$ cat config.mk
export PLATFORM = sky130hd
export DESIGN_NAME = controller_mc
export DESIGN_NICKNAME = d
export VERILOG_FILES = /design/src/rtl/riscv_pkg.sv /design/src/rtl/controller_mc_alu_decoder.sv /design/src/rtl/controller_mc.sv
export SDC_FILE = /design/constraint.sdc
export NUM_CORES = 1
export LEC_CHECK = 0
export CELL_PAD_IN_SITES_DETAIL_PLACEMENT = 1
export CELL_PAD_IN_SITES_GLOBAL_PLACEMENT = 1
export CORE_UTILIZATION = 45
export DETAILED_ROUTE_END_ITERATION = 12
export DONT_BUFFER_PORTS = 1
export HOLD_SLACK_MARGIN = 0.15
export PLACE_DENSITY_LB_ADDON = 0.2
export SLEW_MARGIN = 20
export SYNTH_ARGS = -nofsm -noshare
export SYNTH_HDL_FRONTEND = slang
export SYNTH_SLANG_ARGS = --single-unit
$ cat constraint.sdc
create_clock -name clk -period 2.57 [get_ports clk]
set_clock_uncertainty 0.05 [all_clocks]
set_input_delay 0 -clock clk [delete_from_list [all_inputs] [get_ports clk]]
set_output_delay 0 -clock clk [all_outputs]
set_load 0.01 [all_outputs]
$ cat src/rtl/riscv_pkg.sv
// Shared constants for the multicycle RISC-V control unit: opcodes, FSM state
// encoding, ALU operation codes, immediate formats and writeback selects.
// Optional feature macro: CONTROLLER_MC_RV32M_EN adds the S_MULDIV state.
package riscv_pkg;

    localparam int unsigned OPCODE_W = 7;
    localparam int unsigned STATE_W  = 5;

    // Base RV32I major opcodes
    localparam logic [OPCODE_W-1:0] OP_LOAD   = 7'b0000011;
    localparam logic [OPCODE_W-1:0] OP_OP_IMM = 7'b0010011;
    localparam logic [OPCODE_W-1:0] OP_AUIPC  = 7'b0010111;
    localparam logic [OPCODE_W-1:0] OP_STORE  = 7'b0100011;
    localparam logic [OPCODE_W-1:0] OP_OP     = 7'b0110011;
    localparam logic [OPCODE_W-1:0] OP_LUI    = 7'b0110111;
    localparam logic [OPCODE_W-1:0] OP_BRANCH = 7'b1100011;
    localparam logic [OPCODE_W-1:0] OP_JALR   = 7'b1100111;
    localparam logic [OPCODE_W-1:0] OP_JAL    = 7'b1101111;

    localparam logic [6:0] FUNCT7_MULDIV = 7'h01;

    typedef enum logic [STATE_W-1:0] {
        S_RESET   = 5'd0,
        S_FETCH   = 5'd1,
        S_DECODE  = 5'd2,
        S_EXEC_R  = 5'd3,
        S_EXEC_I  = 5'd4,
        S_MEM_ADR = 5'd5,
        S_MEM_RD  = 5'd6,
        S_MEM_WB  = 5'd7,
        S_MEM_WR  = 5'd8,
        S_BRANCH  = 5'd9,
        S_JAL     = 5'd10,
        S_JALR    = 5'd11,
        S_LUI     = 5'd12,
        S_AUIPC   = 5'd13,
        S_ALU_WB  = 5'd14,
        S_HALT    = 5'd15,
        S_TRAP    = 5'd16
`ifdef CONTROLLER_MC_RV32M_EN
        ,
        S_MULDIV  = 5'd17
`endif
    } state_e;

    // ALU operation codes
    localparam logic [3:0] ALU_ADD  = 4'h1;
    localparam logic [3:0] ALU_SUB  = 4'h2;
    localparam logic [3:0] ALU_XOR  = 4'h3;
    localparam logic [3:0] ALU_OR   = 4'h4;
    localparam logic [3:0] ALU_AND  = 4'h5;
    localparam logic [3:0] ALU_SLL  = 4'h6;
    localparam logic [3:0] ALU_SRL  = 4'h7;
    localparam logic [3:0] ALU_SRA  = 4'h8;
    localparam logic [3:0] ALU_SLT  = 4'h9;
    localparam logic [3:0] ALU_SLTU = 4'hA;

    // Immediate formats
    localparam logic [2:0] IMM_NONE = 3'b000;
    localparam logic [2:0] IMM_I    = 3'b001;
    localparam logic [2:0] IMM_S    = 3'b011;
    localparam logic [2:0] IMM_B    = 3'b100;
    localparam logic [2:0] IMM_J    = 3'b101;
    localparam logic [2:0] IMM_U    = 3'b110;

    // Writeback / PC source select
    localparam logic [1:0] RES_ALU    = 2'b00;
    localparam logic [1:0] RES_ALUOUT = 2'b01;
    localparam logic [1:0] RES_MEM    = 2'b10;
    localparam logic [1:0] RES_IMM    = 2'b11;

    // ALU operand selects
    localparam logic [1:0] SRCA_OLDPC = 2'b00;
    localparam logic [1:0] SRCA_PC    = 2'b01;
    localparam logic [1:0] SRCA_RS1   = 2'b10;
    localparam logic [1:0] SRCB_RS2   = 2'b00;
    localparam logic [1:0] SRCB_IMM   = 2'b01;
    localparam logic [1:0] SRCB_FOUR  = 2'b10;

    localparam logic [2:0] MEM_SIZE_WORD = 3'b010;

endpackage

$ cat src/rtl/controller_mc_alu_decoder.sv
// ALU operation decode from {funct3, funct7[5]}.
// Ports: funct3, funct7 (instruction fields), is_imm (OP-IMM form), alu_ctrl (ALU op).
module alu_decoder
    import riscv_pkg::*;
(
    input  logic [2:0] funct3,
    input  logic [6:0] funct7,
    input  logic       is_imm,
    output logic [3:0] alu_ctrl
);

    // Only funct7[5] carries ALU meaning here
    logic unused_funct7;
    assign unused_funct7 = ^{funct7[6], funct7[4:0]};

    // funct7[5] picks sub only for register form; it picks sra for both forms
    always_comb begin
        alu_ctrl = ALU_ADD;
        case (funct3)
            3'b000:  alu_ctrl = (funct7[5] && !is_imm) ? ALU_SUB : ALU_ADD;
            3'b001:  alu_ctrl = ALU_SLL;
            3'b010:  alu_ctrl = ALU_SLT;
            3'b011:  alu_ctrl = ALU_SLTU;
            3'b100:  alu_ctrl = ALU_XOR;
            3'b101:  alu_ctrl = funct7[5] ? ALU_SRA : ALU_SRL;
            3'b110:  alu_ctrl = ALU_OR;
            default: alu_ctrl = ALU_AND;
        endcase
    end

endmodule

$ cat src/rtl/controller_mc.sv
// Multicycle RV32I control FSM with memory wait timeout.
// Ports: clk/rst (async active-high); opcode/funct3/funct7 from IR; zero_flag/alu_lt
// compare flags; mem_ready handshake; memory, register-file, PC, mux and ALU controls;
// halted/illegal status; state (debug).
// Optional macro CONTROLLER_MC_RV32M_EN adds the MULDIV state and md_start/md_op/md_done.
module controller_mc
    import riscv_pkg::*;
#(
    parameter int unsigned MEM_TIMEOUT = 16,
    parameter logic [6:0]  HALT_OPCODE = 7'b1111111
) (
    input  logic       clk,
    input  logic       rst,
    input  logic [6:0] opcode,
    input  logic [2:0] funct3,
    input  logic [6:0] funct7,
    input  logic       zero_flag,
    input  logic       alu_lt,
    input  logic       mem_ready,
    output logic       mem_req,
    output logic       mem_write,
    output logic [2:0] mem_size,
    output logic       adr_src,
    output logic       pc_write,
    output logic       ir_write,
    output logic       reg_write,
    output logic [1:0] result_sel,
    output logic [2:0] imm_sel,
    output logic [1:0] alu_src_a_sel,
    output logic [1:0] alu_src_b_sel,
    output logic [3:0] alu_ctrl,
    output logic       halted,
    output logic       illegal,
    output logic [4:0] state
`ifdef CONTROLLER_MC_RV32M_EN
    ,
    output logic       md_start,
    output logic [2:0] md_op,
    input  logic       md_done
`endif
);

    localparam int unsigned CNT_W      = (MEM_TIMEOUT > 1) ? $clog2(MEM_TIMEOUT) : 1;
    localparam bit          TIMEOUT_EN = (MEM_TIMEOUT != 0);
    localparam logic [CNT_W-1:0] WAIT_LAST = CNT_W'((MEM_TIMEOUT > 0) ? MEM_TIMEOUT - 1 : 0);

    state_e           state_q, state_d;
    logic [CNT_W-1:0] wait_q, wait_d;
    logic             phase_q, phase_d;   // second cycle of JAL/JALR, or MULDIV past start

    logic       mem_state;
    logic       wait_expired;
    logic       br_cond, br_valid, br_taken;
    logic [3:0] dec_alu_ctrl;

    alu_decoder u_alu_decoder (
        .funct3   (funct3),
        .funct7   (funct7),
        .is_imm   (state_q == S_EXEC_I),
        .alu_ctrl (dec_alu_ctrl)
    );

    assign state     = state_q;
    assign mem_state = (state_q == S_FETCH) || (state_q == S_MEM_RD) || (state_q == S_MEM_WR);
    // Last permitted wait cycle without mem_ready; a ready in this cycle still wins
    assign wait_expired = TIMEOUT_EN && mem_state && !mem_ready && (wait_q == WAIT_LAST);

    // funct3[2] selects signed/unsigned less-than vs equality, funct3[0] inverts
    assign br_cond  = funct3[2] ? alu_lt : zero_flag;
    assign br_valid = (funct3[2:1] != 2'b01);
    assign br_taken = br_valid && (br_cond ^ funct3[0]);

    // State register
    always_ff @(posedge clk or posedge rst) begin
        if (rst) begin
            state_q <= S_RESET;
            wait_q  <= '0;
            phase_q <= 1'b0;
        end else begin
            state_q <= state_d;
            wait_q  <= wait_d;
            phase_q <= phase_d;
        end
    end

    // Next-state, wait counter and phase
    always_comb begin
        state_d = state_q;
        wait_d  = '0;
        phase_d = 1'b0;
        case (state_q)
            S_RESET: state_d = S_FETCH;
            S_FETCH, S_MEM_RD, S_MEM_WR: begin
                if (mem_ready) begin
                    if (state_q == S_FETCH)       state_d = S_DECODE;
                    else if (state_q == S_MEM_RD) state_d = S_MEM_WB;
                    else                          state_d = S_FETCH;
                end else if (wait_expired) begin
                    state_d = S_TRAP;
                end else begin
                    wait_d = TIMEOUT_EN ? wait_q + CNT_W'(1) : '0;
                end
            end
            S_DECODE: begin
                if (opcode == HALT_OPCODE) begin
                    state_d = S_HALT;
                end else begin
                    case (opcode)
                        OP_OP: begin
                            if (funct7 == FUNCT7_MULDIV) begin
`ifdef CONTROLLER_MC_RV32M_EN
                                state_d = S_MULDIV;
`else
                                state_d = S_TRAP;
`endif
                            end else begin
                                state_d = S_EXEC_R;
                            end
                        end
                        OP_OP_IMM:         state_d = S_EXEC_I;
                        OP_LOAD, OP_STORE: state_d = S_MEM_ADR;
                        OP_BRANCH:         state_d = S_BRANCH;
                        OP_JAL:            state_d = S_JAL;
                        OP_JALR:           state_d = S_JALR;
                        OP_LUI:            state_d = S_LUI;
                        OP_AUIPC:          state_d = S_AUIPC;
                        default:           state_d = S_TRAP;
                    endcase
                end
            end
            S_EXEC_R, S_EXEC_I: state_d = S_ALU_WB;
            S_MEM_ADR: begin
                if (opcode == OP_LOAD) state_d = S_MEM_RD;
                else                   state_d = S_MEM_WR;
            end
            S_BRANCH: begin
                if (br_valid) state_d = S_FETCH;
                else          state_d = S_TRAP;
            end
            S_JAL, S_JALR: begin
                if (phase_q) state_d = S_FETCH;
                else         phase_d = 1'b1;
            end
            S_LUI, S_AUIPC, S_ALU_WB, S_MEM_WB: state_d = S_FETCH;
`ifdef CONTROLLER_MC_RV32M_EN
            S_MULDIV: begin
                if (md_done) state_d = S_FETCH;
                else         phase_d = 1'b1;
            end
`endif
            S_HALT:  state_d = S_HALT;
            S_TRAP:  state_d = S_TRAP;
            default: state_d = S_TRAP;
        endcase
    end

    // Output decode
    always_comb begin
        mem_req       = 1'b0;
        mem_write     = 1'b0;
        mem_size      = MEM_SIZE_WORD;
        adr_src       = 1'b0;
        pc_write      = 1'b0;
        ir_write      = 1'b0;
        reg_write     = 1'b0;
        result_sel    = RES_ALU;
        imm_sel       = IMM_NONE;
        alu_src_a_sel = SRCA_OLDPC;
        alu_src_b_sel = SRCB_RS2;
        alu_ctrl      = ALU_ADD;
        halted        = 1'b0;
        illegal       = 1'b0;
`ifdef CONTROLLER_MC_RV32M_EN
        md_start      = 1'b0;
        md_op         = 3'b000;
`endif
        case (state_q)
            S_FETCH: begin
                mem_req       = 1'b1;
                alu_src_a_sel = SRCA_PC;
                alu_src_b_sel = SRCB_FOUR;
                ir_write      = mem_ready;
                pc_write      = mem_ready;
            end
            S_DECODE: begin
                // Branch target precomputed into ALUOut
                alu_src_a_sel = SRCA_OLDPC;
                alu_src_b_sel = SRCB_IMM;
                imm_sel       = IMM_B;
            end
            S_EXEC_R: begin
                alu_src_a_sel = SRCA_RS1;
                alu_src_b_sel = SRCB_RS2;
                alu_ctrl      = dec_alu_ctrl;
            end
            S_EXEC_I: begin
                alu_src_a_sel = SRCA_RS1;
                alu_src_b_sel = SRCB_IMM;
                imm_sel       = IMM_I;
                alu_ctrl      = dec_alu_ctrl;
            end
            S_ALU_WB: begin
                reg_write  = 1'b1;
                result_sel = RES_ALUOUT;
            end
            S_MEM_ADR: begin
                alu_src_a_sel = SRCA_RS1;
                alu_src_b_sel = SRCB_IMM;
                imm_sel       = (opcode == OP_STORE) ? IMM_S : IMM_I;
            end
            S_MEM_RD, S_MEM_WR: begin
                mem_req   = 1'b1;
                adr_src   = 1'b1;
                mem_size  = funct3;
                mem_write = (state_q == S_MEM_WR);
            end
            S_MEM_WB: begin
                reg_write  = 1'b1;
                result_sel = RES_MEM;
            end
            S_BRANCH: begin
                alu_src_a_sel = SRCA_RS1;
                alu_src_b_sel = SRCB_RS2;
                alu_ctrl      = !funct3[2] ? ALU_SUB : (funct3[1] ? ALU_SLTU : ALU_SLT);
                if (br_taken) begin
                    pc_write   = 1'b1;
                    result_sel = RES_ALUOUT;
                end
            end
            S_JAL, S_JALR: begin
                // PC is redirected first so a JALR with rd == rs1 still sees the old rs1
                if (!phase_q) begin
                    pc_write      = 1'b1;
                    alu_src_b_sel = SRCB_IMM;
                    if (state_q == S_JAL) begin
                        alu_src_a_sel = SRCA_OLDPC;
                        imm_sel       = IMM_J;
                    end else begin
                        alu_src_a_sel = SRCA_RS1;
                        imm_sel       = IMM_I;
                    end
                end else begin
                    reg_write     = 1'b1;
                    alu_src_a_sel = SRCA_OLDPC;
                    alu_src_b_sel = SRCB_FOUR;
                end
            end
            S_LUI: begin
                imm_sel    = IMM_U;
                reg_write  = 1'b1;
                result_sel = RES_IMM;
            end
            S_AUIPC: begin
                alu_src_a_sel = SRCA_OLDPC;
                alu_src_b_sel = SRCB_IMM;
                imm_sel       = IMM_U;
                reg_write     = 1'b1;
            end
`ifdef CONTROLLER_MC_RV32M_EN
            S_MULDIV: begin
                md_op    = funct3;
                md_start = !phase_q;
                if (md_done) begin
                    reg_write  = 1'b1;
                    result_sel = RES_ALUOUT;
                end
            end
`endif
            S_HALT:  halted  = 1'b1;
            S_TRAP:  illegal = 1'b1;
            default: ;
        endcase
    end

endmodule

**Yosys cells after proc, flatten, opt, wreduce, memory -nomap -nowiden**

Index checks and enable logic that the tools add are counted.

- Register bits after elaboration: 10
- Bits of input ports: 22
- Output and inout port bits: 29
- Logic and storage cells: 108

- Add/sub/neg operators: 1
- Equal/unequal tests: 37
- Muxes and demuxes: 45
- Bitwise operators: 1
- Reduce and logical (&&, ||, !) cells: 21

Operator list:

| operator | number |
|---|---|
| case mux 5 bit (8 select lines) | 2 |
| equality test 5 x 4 -> 1 bit (second input constant) | 8 |
| 2-to-1 mux 5 bit | 6 |
| equality test 7 bit (second input constant) | 4 |
| case mux 4 bit (7 select lines) | 1 |
| 2-to-1 mux 4 bit | 6 |
| equality test 7 x 6 -> 1 bit (second input constant) | 3 |
| equality test 5 x 3 -> 1 bit (second input constant) | 4 |
| 2-to-1 mux 3 bit | 5 |
| case mux 3 bit (5 select lines) | 1 |
| equality test 7 x 5 -> 1 bit (second input constant) | 2 |
| 2-to-1 mux 1 bit | 12 |
| 2-to-1 mux 2 bit | 6 |
| case mux 2 bit (3 select lines) | 2 |
| OR reduction 4 bit | 3 |
| equality test 5 x 2 -> 1 bit (second input constant) | 2 |
| OR reduction 2 bit | 5 |
| equality test 3 bit (second input constant) | 3 |
| case mux 2 bit (4 select lines) | 1 |
| case mux 4 bit (2 select lines) | 1 |
| equality test 7 x 1 -> 1 bit (second input constant) | 1 |
| equality test 7 x 2 -> 1 bit (second input constant) | 1 |
| equality test 3 x 2 -> 1 bit (second input constant) | 2 |
| equality test 5 x 1 -> 1 bit (second input constant) | 1 |
| 18 further kinds | 23 |

**Depth between registers and ports, before layout**

Gate-level depths: netlist of run 1.

- Depth in word-level cells: 8
- Mapped depth: 7
- Depth with buffers taken out: 5

**Cells and area by module**

Synthesis of run 1 repeated with hierarchy kept, for this count alone.

- Cell total of the unflattened synthesis: 190
- Area, all modules: 1333.8 um^2

Modules (own cells, without submodules):

| module | instances | cells an instance | area each (um^2) |
|---|---|---|---|
| controller_mc | 1 | 172 | 1227.4 |
| alu_decoder | 1 | 18 | 106.4 |

**Least setup slack after synthesis of run 1**

Ideal clock, no wire load.

- Path kind: register to register
- Start point: register state_q[4], in the netlist state[4]
- End point: register state_q[0], in the netlist state[0]
- Arrival: 1.582 ns
- Required time: 2.426 ns
- Slack: 0.845 ns
- Stages on the path, launching flop included: 6
- Path buffers: 1
- Cells stage by stage: dfrtp_1 buf_4 or4_1 o21ai_2 nor3_1 a221oi_2

- Cells in the longest elaborated chain, start to end: 7
- Elaborated cells between the ends (all ways): 30
- Those cells by class: 17 x eq/ne; 3 x mux; 10 x reduce/logical

Ends and longest elaborated chain:

| element | RTL line | RTL |
|---|---|---|
| start, declared | controller_mc.sv:47 | `state_e state_q, state_d;` |
| start signal, assigned | controller_mc.sv:80 | `state_q <= state_d;` |
| equality test 5 x 1 -> 1 bit / equality test 5 x 3 -> 1 bit (equally long branches) | controller_mc.sv:64, controller_mc.sv:91, controller_mc.sv:95 |  |
| logical OR 1 bit (2 in a row) | controller_mc.sv:64 | `assign mem_state = (state_q == S_FETCH) \|\| (state_q == S_MEM_RD) \|\| (state_q == S_MEM_WR);` |
| logical AND 1 bit (2 in a row) | controller_mc.sv:66 | `assign wait_expired = TIMEOUT_EN && mem_state && !mem_ready && (wait_q == WAIT_LAST);` |
| != test 3 x 1 -> 1 bit (no source line) | n/a |  |
| AND reduction 2 bit (no source line) | n/a |  |

Parallel ways exist; a longest one is shown, timed or not.
A chain may end at the register's enable or synchronous reset.

**Final worst setup path of run 1**

- Start point: input opcode[6]
- End point: register state_q[4], in the netlist state[4]

- Cells in the longest elaborated chain, start to end: 5
- Elaborated cells between the ends (all ways): 14
- Those cells by class: 10 x eq/ne; 3 x mux; 1 x reduce/logical

Ends and longest elaborated chain:

| element | RTL line | RTL |
|---|---|---|
| start, declared | controller_mc.sv:14 | `input logic [6:0] opcode,` |
| equality test 7 x 2 -> 1 bit / equality test 7 x 6 -> 1 bit (equally long branches) | controller_mc.sv:108 | `case (opcode)` |
| OR reduction 2 bit | controller_mc.sv:108 |  |
| case mux 5 bit (8 select lines) | controller_mc.sv:108 |  |
| 2-to-1 mux 5 bit (*) | controller_mc.sv:105 | `if (opcode == HALT_OPCODE) begin` |
| case mux 5 bit (8 select lines) (*) | controller_mc.sv:91 | `case (state_q)` |

Every way passes the cells marked *; elsewhere a longest branch is shown, timed or not.

==> reports/results.tsv, run 1 <==
stage	metric	value	unit
clock_network	CTS tree	yes	
worst_setup_path	R2R cell count	6	
floorplan	Core Box Area	0.00278	sq mm
sta	Slew HR	57.1	%
grt	gr usage total	28.8	%
cells_and_area	most frequent cells in the layout	26 x nor2_1, 19 x dlygate4sd3_1, 18 x nand2_1, 15 x a21oi_1, 13 x o21ai_0	
floorplan	die footprint	0.00321	sq mm
clock_network	Worst-path clk slew	0.07	ns
floorplan	Die W	56.6	um
cells_and_area	fill count	374	
sta	Fin. Hold Viols	0	
worst_setup_path	r2r startpoint	state[3]	
hold_path	Hold Crit Class	input pin to flop	
clock_network	H-tree depth	1	
floorplan	Starting Density	48.3	%
power_and_ir_drop	Leakage	0.613	nW
route	drt drc	0	
power_and_ir_drop	cell-internal power	411	uW
route	routed len/inst	18.0	um
route	Via Count	1590	
sta	Final setup violation count	0	
route	Final ANT Viol Nets	0	
cells_and_area	Core Util, Final	55.9	%
logic_synthesis	Syn Nets	220	
clock_network	Root Buffer	clkbuf_4	
power_and_ir_drop	Switching Share	48.4	%
clock_network	clock sinks	10	
logic_synthesis	cell count after synthesis	197	
logic_synthesis	#FFs+latches synth	10	
logic_synthesis	sequential area share after synthesis	18.6	%
grt	initial antenna violation count	0	
status	outcome	finished, final reports clean	
worst_setup_path	CP Launch Type	input pin	
place	DP Cell Count	219	
power_and_ir_drop	Reg power frac	33.1	%
worst_setup_path	Worst Path Max Fanout	6	
place	gpl congestion	0.847	
clock_network	Worst-Skew Late Latency	0.27	ns
worst_setup_path	Reg2Reg Capture Point	state[3]	
sta	RSZ-0062 raised after global routing	true	
cells_and_area	cell area after layout	0.00156	sq mm
worst_setup_path	crit path capture type	flop	
floorplan	chip height	56.6	um
power_and_ir_drop	Clk network pwr share	18.5	%
logic_synthesis	Synth Flop Type	dfrtp_1	
power_and_ir_drop	Peak VDD IR	0.000441	V
sta	fin crit share	96.3	%
place	Post-DP HPWL	2950	um
sta	fin crit period	2.47	ns
hold_path	Worst Hold Path EP	state[2]	
logic_synthesis	Unique masters post-synth	56	
clock_network	setup repair bufs after CTS	0	
grt	GR Overflow Total	0	
route	drt via density	6.57	
sta	Max Fclk	404	MHz
sta	Tightest Pin Transition	0.638	ns
clock_network	CTS Buf Count	3	
cells_and_area	nets@finish	235	
route	Initial DRC Count	60	
power_and_ir_drop	Switch Pwr	385	uW
cells_and_area	Layout area overhead	15.8	%
grt	largest net degree at the start of global routing	18	
hold_path	hold_sp	opcode[4]	
grt	first-pass GRT wire length	7390	um
floorplan	num rows	19	
hold_path	hold depth	3	
worst_setup_path	Critical Path AT	2.60	ns
cells_and_area	most common cell after layout, fill and taps aside	nor2_1	
logic_synthesis	Synth async-reset ratio	100	%
route	final wirelength	4360	um
power_and_ir_drop	PD cells	512	mW/mm^2
worst_setup_path	Worst Path Required	2.70	ns
floorplan	I/O pins	51	
cells_and_area	fin cells	242	
sta	fin. max-slew vios	0	
place	IO Port Bufs	0	
clock_network	Longest Clk Path Bufs	2	
logic_synthesis	Syn Area/Cell	6.81	sq um
route	DRT Pass-1 Iters	4	
logic_synthesis	number of synthesized flops with an enable pin	0	
power_and_ir_drop	Gate power share	48.4	%
worst_setup_path	R2R Setup Slk	0.12	ns
flow_run	MaxCap Viol Count	0	
cells_and_area	Antenna diodes	0	
grt	vias in the first global route	1610	
place	placed instance area	0.00131	sq mm
logic_synthesis	cell area after synthesis	0.00134	sq mm
worst_setup_path	Crit Path Class	input pin to flop	
cells_and_area	share of cells above drive strength 1	11.4	%
logic_synthesis	Yosys Warn Count	0	
==> through the flow <==
step	hold WS (ns)	total power, mW	TNS, ns	worst slack, ns
after global routing	0.182	0.854	-0.0460	-0.0359
after floorplan	-0.210	0.546	0	0.845
after detailed placement	-0.158	0.607	0	0.452
after CTS	0.156	0.780	0	0.0688
after global placement	-0.174	0.584	0	0.555
final	0.147	0.796	0	0.0962
==> power by group through the flow <==
stage          combinational [mW]  sequential, mW  clock (mW)
5_1_grt                     0.425           0.272       0.157
6_report                    0.385           0.264       0.147
4_1_cts                     0.372           0.259       0.149
2_1_floorplan               0.336           0.210           0
3_5_place_dp                0.345           0.263           0
3_3_place_gp                0.325           0.258           0
==> final cells by class <==
class | instances | area, sq um | area share [%]
clock buffer | 4 | 36.3 | 2.33
inverter | 12 | 45.0 | 2.90
multi-input combinational | 160 | 946 | 60.8
sequential | 10 | 254 | 16.3
tap | 31 | 38.8 | 2.49
timing repair buffer | 25 | 235 | 15.1
==> cells in the mapped netlist, types with 4 or more instances <==
cell / count / area share [%]
a21oi_1: 15 / 5.6
a31oi_1: 6 / 2.8
and2_1: 4 / 1.9
and3_1: 5 / 2.3
clkbuf_1: 5 / 1.4
dfrtp_1: 10 / 19
inv_1: 12 / 3.4
nand2_1: 18 / 5.0
nand2b_1: 5 / 2.3
nand3_1: 5 / 1.9
nor2_1: 26 / 7.3
nor3_1: 10 / 3.7
nor4_1: 6 / 2.8
o21ai_0: 13 / 4.8
==> routing by layer <==
layer,wire length [um],global-route usage [%],vias to the layer above
met5,0,0,-
met4,123,13.6,0
met3,231,4.15,14
met2,2120,49.1,64
met1,1880,35.5,772
li1,-,-,740
==> cell families (layout without fill, tap and decap cells) <==
group	Yosys count	after routing	share of synthesized area (%)
xor+xnor	4	4	2.61
compound gates	56	56	27.1
simple gates	98	98	37.7
fa+ha+maj	1	1	0.932
flops	10	10	18.6
mux	1	1	0.839
buf+inv	27	41	12.1
==> registers in the layout, indices dropped and copies added, names as in the netlist <==
signal,count
wait_q,4
phase_q,1
state,5
==> worst max-delay path, cell delays in order <==
cell           delay (ns)
dlygate4sd3_1        0.59
or3_4                0.37
dlygate4sd3_1        0.59
nor3_1               0.19
dlygate4sd3_1        0.58
a21oi_1              0.07
a31oi_1              0.22
==> worst max path at each step <==
stage | from | end | slack, ns
5_1_grt | opcode[6] | state[4] | -0.04
3_5_place_dp | state[2] | state[0] | 0.45
6_report | opcode[6] | state[4] | 0.1
4_1_cts | state[2] | state[1] | 0.07
2_1_floorplan | state[4] | state[0] | 0.84
3_3_place_gp | state[2] | state[0] | 0.55
==> what timing repair did <==
| action | CTS | global route |
|---|---|---|
| setup endpoints to repair | 0 | 2 |
| hold endpoints to repair | 22 | 0 |
| resized for setup | 0 | 6 |
| hold buffers | 19 | 0 |
(Power assumes the default switching activity.)
==> run 2: changes to the inputs <==
- CORE_UTILIZATION: 45 -> 40
- clock period: 2.57 -> 3.1 ns (I/O delays scaled with it)
==> reports/results.tsv, run 2 (synthesis gave the netlist of run 1 again) <==
stage	metric	value	unit
cells_and_area	max reg flops	5	
grt	initial antenna violation count	0	
floorplan	chip height	59.9	um
sta	RSZ-0062 raised after global routing	false	
clock_network	Worst-path clk slew	0.06	ns
hold_path	Hold Crit Class	input pin to primary output	
power_and_ir_drop	PD cells	415	mW/mm^2
worst_setup_path	r2r startpoint	state[1]	
route	drt drc	0	
place	gpl congestion	0.837	
hold_path	hold depth	2	
worst_setup_path	crit path capture type	flop	
sta	fin. max-slew vios	0	
sta	fin crit period	2.77	ns
clock_network	Root Buffer	clkbuf_4	
floorplan	Core Box Area	0.00313	sq mm
floorplan	die footprint	0.00359	sq mm
sta	Slew HR	46.9	%
flow_run	MaxCap Viol Count	0	
clock_network	Longest Clk Path Bufs	2	
sta	fin crit share	89.3	%
worst_setup_path	Worst Path Required	3.25	ns
place	IO Port Bufs	0	
worst_setup_path	R2R cell count	7	
clock_network	Gates resized, CTS repair	0	
worst_setup_path	CP Capture Point	state[4]	
power_and_ir_drop	Leakage	0.582	nW
grt	gr usage total	23.6	%
grt	first-pass GRT wire length	6450	um
route	DRT Pass-1 Iters	4	
worst_setup_path	Critical Path AT	2.91	ns
cells_and_area	nets@finish	229	
route	routed len/inst	16.7	um
grt	GR Overflow Total	0	
route	Final ANT Viol Nets	0	
sta	TNS Setup	0	ns
cells_and_area	Layout area overhead	10.4	%
clock_network	H-tree depth	1	
sta	Tightest Pin Transition	0.796	ns
cells_and_area	fill count	426	
worst_setup_path	CP Launch Type	flop	
power_and_ir_drop	Peak VDD IR	0.000130	V
route	drt via density	6.10	
clock_network	CTS tree	yes	
worst_setup_path	Reg2Reg Capture Point	state[4]	
clock_network	setup repair bufs after CTS	0	
sta	Final setup violation count	0	
sta	Fin. Hold Viols	0	
cells_and_area	most common cell after layout, fill and taps aside	nor2_1	
worst_setup_path	Worst Path Max Fanout	13	
floorplan	Die W	59.9	um
route	Via Count	1514	
clock_network	CTS Buf Count	3	
cells_and_area	Antenna diodes	0	
clock_network	clock sinks	10	
clock_network	Worst-Skew Late Latency	0.26	ns
sta	Max Fclk	361	MHz
cells_and_area	share of cells above drive strength 1	7.35	%
route	final wirelength	4140	um
floorplan	I/O pins	51	
place	Post-DP HPWL	2960	um
floorplan	num rows	20	
cells_and_area	most frequent cells in the layout	26 x nor2_1, 18 x nand2_1, 15 x a21oi_1, 15 x dlygate4sd3_1, 13 x o21ai_0	
grt	vias in the first global route	1397	
worst_setup_path	R2R Setup Slk	0.33	ns
status	outcome	finished, final reports clean	
worst_setup_path	Crit Path Class	flop to flop	
grt	largest net degree at the start of global routing	24	
cells_and_area	Core Util, Final	47.4	%
route	Initial DRC Count	78	
floorplan	Starting Density	42.9	%
worst_setup_path	Critical Path Source	state[1]	
## run 2: power by group
group | leakage, nW | switching [mW] | internal (mW)
sequential | 0.136 | 0.0607 | 0.147
clock | 0.0138 | 0.0408 | 0.0447
combinational | 0.433 | 0.198 | 0.124
total | 0.582 | 0.299 | 0.316
## run 2: worst min path at each step
stage                  endpoint      start
finish              alu_ctrl[2]  funct3[1]
global route           state[0]  opcode[3]
CTS                    state[0]  opcode[3]
detailed placement    wait_q[3]        rst
global placement      wait_q[3]        rst
floorplan               phase_q        rst
## run 2: critical path, cell delays in order, from the launching register on
cell and delay (ns):
dfrtp_1 0.54, buf_4 0.26, or3b_1 0.46, or2_1 0.34
o21ai_0 0.21, a21oi_1 0.06, a31oi_1 0.20, dlygate4sd3_1 0.58
## run 2: per-stage QoR
step           hold slack, ns  power (mW)  cell area (sq um)  std cells  worst slack, ns
6_report                0.166       0.616               1480        248            0.333
5_1_grt                 0.160       0.662               1480        248            0.181
4_1_cts                 0.153       0.613               1480        248            0.382
3_5_place_dp           -0.167       0.494               1310        230            0.819
3_3_place_gp           -0.168       0.482               1310        230            0.943
2_1_floorplan          -0.210       0.453               1340        197             1.37
## run 2: repair_timing
item / CTS / global route
setup endpoints to repair: 0 / 0
hold endpoints to repair: 21 / 0
hold buffers: 15 / 0
## run 2: metal layers
metal	track usage, %	vias up	part of all wire, %
met2	39.7	55	49
li1	-	725	-
met5	0	-	0
met1	30.5	730	45
met4	6.31	0	0.65
met3	4.98	4	5.4
## run 2: layout make-up
| cell class | count | area, sq um | area share (%) |
|---|---|---|---|
| multi-input cells | 160 | 930 | 62.7 |
| flip-flops and latches | 10 | 250 | 16.9 |
| repair buffers | 19 | 180 | 12.2 |
| well taps | 44 | 55.1 | 3.71 |
| inverters | 12 | 45.0 | 3.04 |
| clock buffers | 3 | 22.5 | 1.52 |
